$ cat config.mk
export PLATFORM = sky130hd
export DESIGN_NAME = hilo_mdu_ctrl_flat
export DESIGN_NICKNAME = d
export VERILOG_FILES = /design/src/rtl/hilo_mdu_ctrl_if.sv /design/src/rtl/hilo_mdu_ctrl.sv /design/src/flat_wrapper.sv
export SDC_FILE = /design/constraint.sdc
export NUM_CORES = 2
export LEC_CHECK = 0
export CAP_MARGIN = 15
export CORE_UTILIZATION = 60
export DETAILED_ROUTE_END_ITERATION = 16
export PLACE_DENSITY = 0.87
export SLEW_MARGIN = 25
export SYNTH_ARGS = -nofsm -noshare
export SYNTH_HDL_FRONTEND = slang
export SYNTH_SLANG_ARGS = --single-unit
$ cat constraint.sdc
create_clock -name clk_i -period 12.1 [get_ports clk_i]
set_clock_uncertainty 0.2 [all_clocks]
set_input_delay 2.42 -clock clk_i [delete_from_list [all_inputs] [get_ports clk_i]]
set_output_delay 2.42 -clock clk_i [all_outputs]
set_load 0.01 [all_outputs]
$ cat src/rtl/hilo_mdu_ctrl_if.sv
// MEM-stage request/response bundle between the pipeline and the HI/LO sequencer.
// master = pipeline side, slave = hilo_mdu_ctrl.
interface hilo_mdu_ctrl_if;
  logic        op_valid_i;
  logic [2:0]  op_i;
  logic [31:0] src_a_i;
  logic [31:0] src_b_i;
  logic        flush_i;
  logic        busy_o;
  logic        w_hi_o;
  logic [31:0] new_hi_o;
  logic        w_lo_o;
  logic [31:0] new_lo_o;

  modport master (
    output op_valid_i, op_i, src_a_i, src_b_i, flush_i,
    input  busy_o, w_hi_o, new_hi_o, w_lo_o, new_lo_o
  );

  modport slave (
    input  op_valid_i, op_i, src_a_i, src_b_i, flush_i,
    output busy_o, w_hi_o, new_hi_o, w_lo_o, new_lo_o
  );
endinterface

$ cat src/rtl/hilo_mdu_ctrl.sv
// HI/LO write sequencer: MT* pass-through, multi-cycle multiply, radix-2 restoring divide.
// Optional macro DIV_EARLY_OUT_EN skips the iteration loop when the quotient is trivially 0.
//
// state | meaning
// IDLE  | accept ops; MTHI/MTLO written combinationally
// MUL   | product held for MUL_STAGES cycles
// DIV   | one restoring iteration per cycle, 32 cycles
// FIX   | sign correction / special cases into HI/LO regs
// WB    | write HI and LO
module hilo_mdu_ctrl #(
  parameter int unsigned MUL_STAGES = 1
) (
  input logic            clk_i,
  input logic            rst_i,
  hilo_mdu_ctrl_if.slave bus
);

  typedef enum logic [2:0] {S_IDLE, S_MUL, S_DIV, S_FIX, S_WB} state_t;

  localparam logic [2:0] OP_MULT  = 3'd0;
  localparam logic [2:0] OP_MULTU = 3'd1;
  localparam logic [2:0] OP_DIV   = 3'd2;
  localparam logic [2:0] OP_DIVU  = 3'd3;
  localparam logic [2:0] OP_MTHI  = 3'd4;
  localparam logic [2:0] OP_MTLO  = 3'd5;

  state_t      state_q, state_d;
  logic [5:0]  cnt_q;
  logic [31:0] a_q, b_q, dvs_q, rem_q, quo_q, hi_q, lo_q;
  logic        sgn_q, q_neg_q, r_neg_q, dz_q;

  logic        accept, is_mul, is_div, op_signed, a_neg, b_neg, early_out;
  logic [31:0] a_mag, b_mag;

  assign accept    = (state_q == S_IDLE) && bus.op_valid_i && !bus.flush_i;
  assign is_mul    = (bus.op_i == OP_MULT) || (bus.op_i == OP_MULTU);
  assign is_div    = (bus.op_i == OP_DIV) || (bus.op_i == OP_DIVU);
  assign op_signed = ~bus.op_i[0];
  assign a_neg     = op_signed & bus.src_a_i[31];
  assign b_neg     = op_signed & bus.src_b_i[31];
  assign a_mag     = a_neg ? (32'd0 - bus.src_a_i) : bus.src_a_i;
  assign b_mag     = b_neg ? (32'd0 - bus.src_b_i) : bus.src_b_i;

`ifdef DIV_EARLY_OUT_EN
  assign early_out = (b_mag == 32'd0) || (a_mag < b_mag);
`else
  assign early_out = 1'b0;
`endif

  // Sign-extend to 64 bits so the low 64 bits of the product are exact for both signednesses.
  logic signed [32:0] a_ext, b_ext;
  logic signed [63:0] prod;
  assign a_ext = {sgn_q & a_q[31], a_q};
  assign b_ext = {sgn_q & b_q[31], b_q};
  assign prod  = 64'(a_ext) * 64'(b_ext);

  logic [32:0] shifted;
  logic        ge;
  logic [31:0] rem_nxt;
  assign shifted = {rem_q, quo_q[31]};
  assign ge      = shifted >= {1'b0, dvs_q};
  assign rem_nxt = ge ? 32'(shifted - {1'b0, dvs_q}) : shifted[31:0];

  always_ff @(posedge clk_i or negedge rst_i) begin
    if (!rst_i) state_q <= S_IDLE;
    else        state_q <= state_d;
  end

  always_comb begin
    state_d = state_q;
    case (state_q)
      S_IDLE: if (accept && is_mul)      state_d = S_MUL;
              else if (accept && is_div) state_d = early_out ? S_FIX : S_DIV;
      S_MUL:  if (cnt_q == 6'd0)  state_d = S_WB;
      S_DIV:  if (cnt_q == 6'd31) state_d = S_FIX;
      S_FIX:  state_d = S_WB;
      S_WB:   state_d = S_IDLE;
      default: state_d = S_IDLE;
    endcase
    if (bus.flush_i) state_d = S_IDLE;
  end

  always_comb begin
    bus.busy_o   = (state_q == S_MUL) || (state_q == S_DIV) || (state_q == S_FIX) ||
                   (accept && (is_mul || is_div));
    bus.w_hi_o   = !bus.flush_i && ((state_q == S_WB) ||
                   ((state_q == S_IDLE) && bus.op_valid_i && (bus.op_i == OP_MTHI)));
    bus.w_lo_o   = !bus.flush_i && ((state_q == S_WB) ||
                   ((state_q == S_IDLE) && bus.op_valid_i && (bus.op_i == OP_MTLO)));
    bus.new_hi_o = (state_q == S_IDLE) ? bus.src_a_i : hi_q;
    bus.new_lo_o = (state_q == S_IDLE) ? bus.src_a_i : lo_q;
  end

  always_ff @(posedge clk_i or negedge rst_i) begin
    if (!rst_i) begin
      cnt_q <= '0; a_q <= '0; b_q <= '0; dvs_q <= '0; rem_q <= '0; quo_q <= '0;
      hi_q <= '0; lo_q <= '0; sgn_q <= 1'b0; q_neg_q <= 1'b0; r_neg_q <= 1'b0; dz_q <= 1'b0;
    end else begin
      case (state_q)
        S_IDLE: begin
          if (accept && is_mul) begin
            a_q   <= bus.src_a_i;
            b_q   <= bus.src_b_i;
            sgn_q <= op_signed;
            cnt_q <= 6'(MUL_STAGES - 1);
          end else if (accept && is_div) begin
            a_q     <= bus.src_a_i;
            dvs_q   <= b_mag;
            q_neg_q <= a_neg ^ b_neg;
            r_neg_q <= a_neg;
            dz_q    <= (b_mag == 32'd0);
            cnt_q   <= 6'd0;
            // Early exit preloads the final state of the loop: quotient 0, remainder |a|.
            rem_q   <= early_out ? a_mag : 32'd0;
            quo_q   <= early_out ? 32'd0 : a_mag;
          end
        end
        S_MUL: begin
          if (cnt_q == 6'd0) begin
            hi_q <= prod[63:32];
            lo_q <= prod[31:0];
          end else begin
            cnt_q <= cnt_q - 6'd1;
          end
        end
        S_DIV: begin
          rem_q <= rem_nxt;
          quo_q <= {quo_q[30:0], ge};
          cnt_q <= cnt_q + 6'd1;
        end
        S_FIX: begin
          if (dz_q) begin
            lo_q <= 32'hFFFF_FFFF;
            hi_q <= a_q;
          end else begin
            lo_q <= q_neg_q ? (32'd0 - quo_q) : quo_q;
            hi_q <= r_neg_q ? (32'd0 - rem_q) : rem_q;
          end
        end
        default: ;
      endcase
    end
  end

endmodule
$ cat src/flat_wrapper.sv
// flat-port wrapper written by rule: the top's interface ports become plain ports
module hilo_mdu_ctrl_flat 
#(
  parameter int unsigned MUL_STAGES = 1
)
  (clk_i, rst_i, bus_op_valid_i, bus_op_i, bus_src_a_i, bus_src_b_i, bus_flush_i, bus_busy_o, bus_w_hi_o, bus_new_hi_o, bus_w_lo_o, bus_new_lo_o);
  hilo_mdu_ctrl_if bus_i ();
  input logic clk_i;
  input logic rst_i;
  input wire logic [$bits(bus_i.op_valid_i)-1:0] bus_op_valid_i;
  input wire logic [$bits(bus_i.op_i)-1:0] bus_op_i;
  input wire logic [$bits(bus_i.src_a_i)-1:0] bus_src_a_i;
  input wire logic [$bits(bus_i.src_b_i)-1:0] bus_src_b_i;
  input wire logic [$bits(bus_i.flush_i)-1:0] bus_flush_i;
  output wire logic [$bits(bus_i.busy_o)-1:0] bus_busy_o;
  output wire logic [$bits(bus_i.w_hi_o)-1:0] bus_w_hi_o;
  output wire logic [$bits(bus_i.new_hi_o)-1:0] bus_new_hi_o;
  output wire logic [$bits(bus_i.w_lo_o)-1:0] bus_w_lo_o;
  output wire logic [$bits(bus_i.new_lo_o)-1:0] bus_new_lo_o;
  assign bus_i.op_valid_i = bus_op_valid_i;
  assign bus_i.op_i = bus_op_i;
  assign bus_i.src_a_i = bus_src_a_i;
  assign bus_i.src_b_i = bus_src_b_i;
  assign bus_i.flush_i = bus_flush_i;
  assign bus_busy_o = bus_i.busy_o;
  assign bus_w_hi_o = bus_i.w_hi_o;
  assign bus_new_hi_o = bus_i.new_hi_o;
  assign bus_w_lo_o = bus_i.w_lo_o;
  assign bus_new_lo_o = bus_i.new_lo_o;
  hilo_mdu_ctrl #(.MUL_STAGES(MUL_STAGES)) u_core (.clk_i(clk_i), .rst_i(rst_i), .bus(bus_i));
endmodule
==> results.py <==
metrics = {
    "outcome": {
        "status": "finished, final reports clean",
    },
    "floorplanning": {
        "dieHeight_um": 300,
        "rows": 109,
        "core_um2": 88200,
        "start_util_pct": 60.5,
        "fp.dieW_um": 300,
        "io_pins": 138,
        "dieArea_um2": 90200,
    },
    "routing": {
        "ant_nets": 0,
        "viasPerCell": 5.97,
        "drt_wl_total_um": 150000,
        "drt_iter0_drc": 3637,
        "firstDrtPassIters": 8,
        "routedWlPerCell_um": 20.9,
        "drc": 0,
        "vias": 42900,
    },
    "cells_and_area": {
        "stdcell_count": 7192,
        "syn2layout_area_growth_pct": 5.71,
        "drive_gt1_share_pct": 3.39,
        "nets": 7458,
        "final_util_pct": 64.0,
        "fill_cells": 6891,
    },
    "clock_network": {
        "cts_resized": 0,
        "clk_latency_ns": 0.57,
        "post_cts_buffers": 0,
        "clkSlewWorstSetupHoldPaths_ns": 0.06,
        "cts.path.max_buffers": 3,
        "cts-buffers-inserted": 28,
        "root_buffer": "clkbuf_16",
        "ctsHoldBuffers": 0,
        "cts.sink_count": 237,
        "htreeDepth": 1,
        "cts_tree": "done",
    },
    "timing": {
        "tightestPinTransition_ns": 1.12,
        "rsz0062_at_grt": "false",
        "slew_headroom_pct": 25.4,
        "setup_slack_ns": 2.41,
        "finalHoldViolCount": 0,
        "min_period_ns": 9.69,
        "max_freq_ghz": 0.103,
        "final_max_slew_viol_count": 0,
        "timing.setup.tns_ns": 0,
        "setup_viol": 0,
        "finalCritPeriodShare_pct": 80.1,
    },
    "logic_synthesis": {
        "netlist_top_cells_count": "inv_1 (1162), nand2_1 (1152), fa_1 (1127)",
        "synth_nets": 7587,
        "synthCells": 6137,
        "syn_avg_cell_area_um2": 8.70,
        "synth_most_common_cell": "inv_1",
        "yosysSeqAreaShare_pct": 11.1,
        "yosys_warnings": 0,
        "synthFlopType": "dfrtp_1",
        "synth_top_area_cell": "fa_1",
        "synth_edf_count": 0,
        "synth-seq-cells": 237,
        "async_reset_ff_share_pct": 100,
        "synth_cell_types": 78,
        "synth_area_leaders": "fa_1 (42%), dfrtp_1 (11%), inv_1 (8.2%), nand2_1 (8.1%), ha_1 (5.9%)",
        "syn_area_um2": 53400,
        "netlist.area_leader.share_pct": 42.3,
    },
    "setup_path": {
        "rr_worst_depth": 27,
        "rrSetupSlack_ns": 2.41,
        "cpMaxStageDelayCell": "fa_1",
        "crit_buf_inv": 7,
        "endpoint_kind": "register",
        "crit_arrival_ns": 9.92,
        "slowest_delay_ns": 0.87,
        "path_class": "register to register",
        "reg2reg_to": "u_core.hi_q[29]",
        "cp-start-kind": "register",
        "timing.rr.start": "u_core.sgn_q",
        "critical_path_required_ns": 12.33,
        "cp_max_fo": 22,
        "crit_cells": 27,
        "crit_family": "adder cells",
        "worst_path_most_repeated_cell": "fa_1",
    },
    "global_route": {
        "grt_pass1_vias": 45700,
        "grt_max_degree": 111,
        "grt_remaining_overflow": 0,
        "grt.total_usage_pct": 34.3,
        "antenna_found_initial": 3,
        "grt_pass1_wl_um": 242000,
    },
    "worst_hold_path": {
        "hold_path.class": "register to register",
        "holdCritStartpoint": "u_core.dvs_q[13]",
        "min_to": "u_core.dvs_q[13]",
        "holdPathStages": 2,
    },
    "placed_design": {
        "dp.cells": 7143,
        "post-place-ws_ns": 2.51,
        "routabilityCongestion": 0.989,
        "hpwl_um": 119000,
        "io_buffers": 137,
    },
    "run": {
        "maxCapViolCount": 0,
    },
}
## registers in the layout (all words and copies together), names as in the netlist
register,flops
u_core.sgn_q,1
u_core.rem_q,32
u_core.dz_q,1
u_core.hi_q,32
u_core.q_neg_q,1
u_core.a_q,32
u_core.quo_q,32
u_core.b_q,32
u_core.lo_q,32
u_core.dvs_q,32
u_core.cnt_q,6
u_core.state_q,3
u_core.r_neg_q,1
## through the flow
stage / instance area (um2) / hold WS [ns]
after floorplan: 53400 / 0.246
after global placement: 55500 / 0.262
after detailed placement: 55500 / 0.270
after CTS: 56400 / 0.283
after global routing: 56400 / 0.304
final: 56400 / 0.279
## cells in the final DEF (no fill, tap or decap), types with 53 or more instances in the layout
| cell | count |
|---|---|
| inv_1 | 1161 |
| nand2_1 | 1150 |
| fa_1 | 1126 |
| and2_1 | 365 |
| ha_1 | 252 |
| dfrtp_1 | 232 |
| o21ai_0 | 211 |
| a21oi_1 | 191 |
| nor2_1 | 186 |
| clkdlybuf4s50_1 | 136 |
| xnor2_1 | 120 |
| xor2_1 | 102 |
| buf_4 | 81 |
| nand3_1 | 72 |
| a21o_1 | 53 |
## cell type report
cell class	count	area, um2	share of cell area, %
diodes	2	5.00	0.00887
repair buffers	219	2000	3.54
inverters	1163	4370	7.73
well taps	1165	1460	2.58
clock buffers	39	803	1.42
clock inverters	8	150	0.266
multi-input cells	4359	41700	73.9
flip-flops and latches	237	5940	10.5
## per-layer routing
| metal | track usage [%] | part of all wire (%) |
|---|---|---|
| met2 | 56.9 | 49 |
| met4 | 20.5 | 7.1 |
| met1 | 42.4 | 35 |
| met3 | 5.61 | 8.7 |
| met5 | 0 | 0.0060 |
## cells by family (layout without fill, tap and decap cells)
group                    count (synthesis)  after routing  synth area share, %
buffers and inverters                 1541           1429                 10.8
AO/OA/AOI/OAI                          695            695                 7.97
adder cells (fa/ha/maj)               1379           1379                 48.2
XOR/XNOR                               222            222                 3.64
multiplexers                            58             58                 1.16
AND/OR/NAND/NOR                       2005           2005                 17.1
other                                    0              2                    0
flip-flops                             237            237                 11.1
## how the worst max path moves through the flow
stage | startpoint | endpoint
floorplan | u_core.a_q[31] | u_core.hi_q[31]
CTS | u_core.sgn_q | u_core.hi_q[29]
global placement | u_core.sgn_q | u_core.hi_q[31]
finish | u_core.sgn_q | u_core.hi_q[29]
detailed placement | u_core.sgn_q | u_core.hi_q[29]
global route | u_core.sgn_q | u_core.hi_q[25]
## worst reg2reg max path, cell delays in order (launching register included)
cell	delay, ns
dfrtp_1	0.84
and2_1	0.64
nand2_1	0.24
inv_1	0.14
fa_1	0.39
inv_1	0.23
fa_1	0.51
inv_1	0.21
fa_1	0.49
fa_1	0.87
inv_1	0.34
fa_1	0.58
inv_1	0.06
fa_1	0.53
inv_1	0.05
fa_1	0.44
fa_1	0.49
inv_1	0.04
ha_1	0.35
nand2_1	0.13
nor2_1	0.06
nand4_1	0.10
and3b_1	0.21
a2111oi_0	0.81
o31ai_1	0.18
a21oi_1	0.20
xor2_1	0.17
o21ai_1	0.07
Power is not shown: default switching activity piles up to over one toggle a cycle in this logic, so the estimate is an artifact.
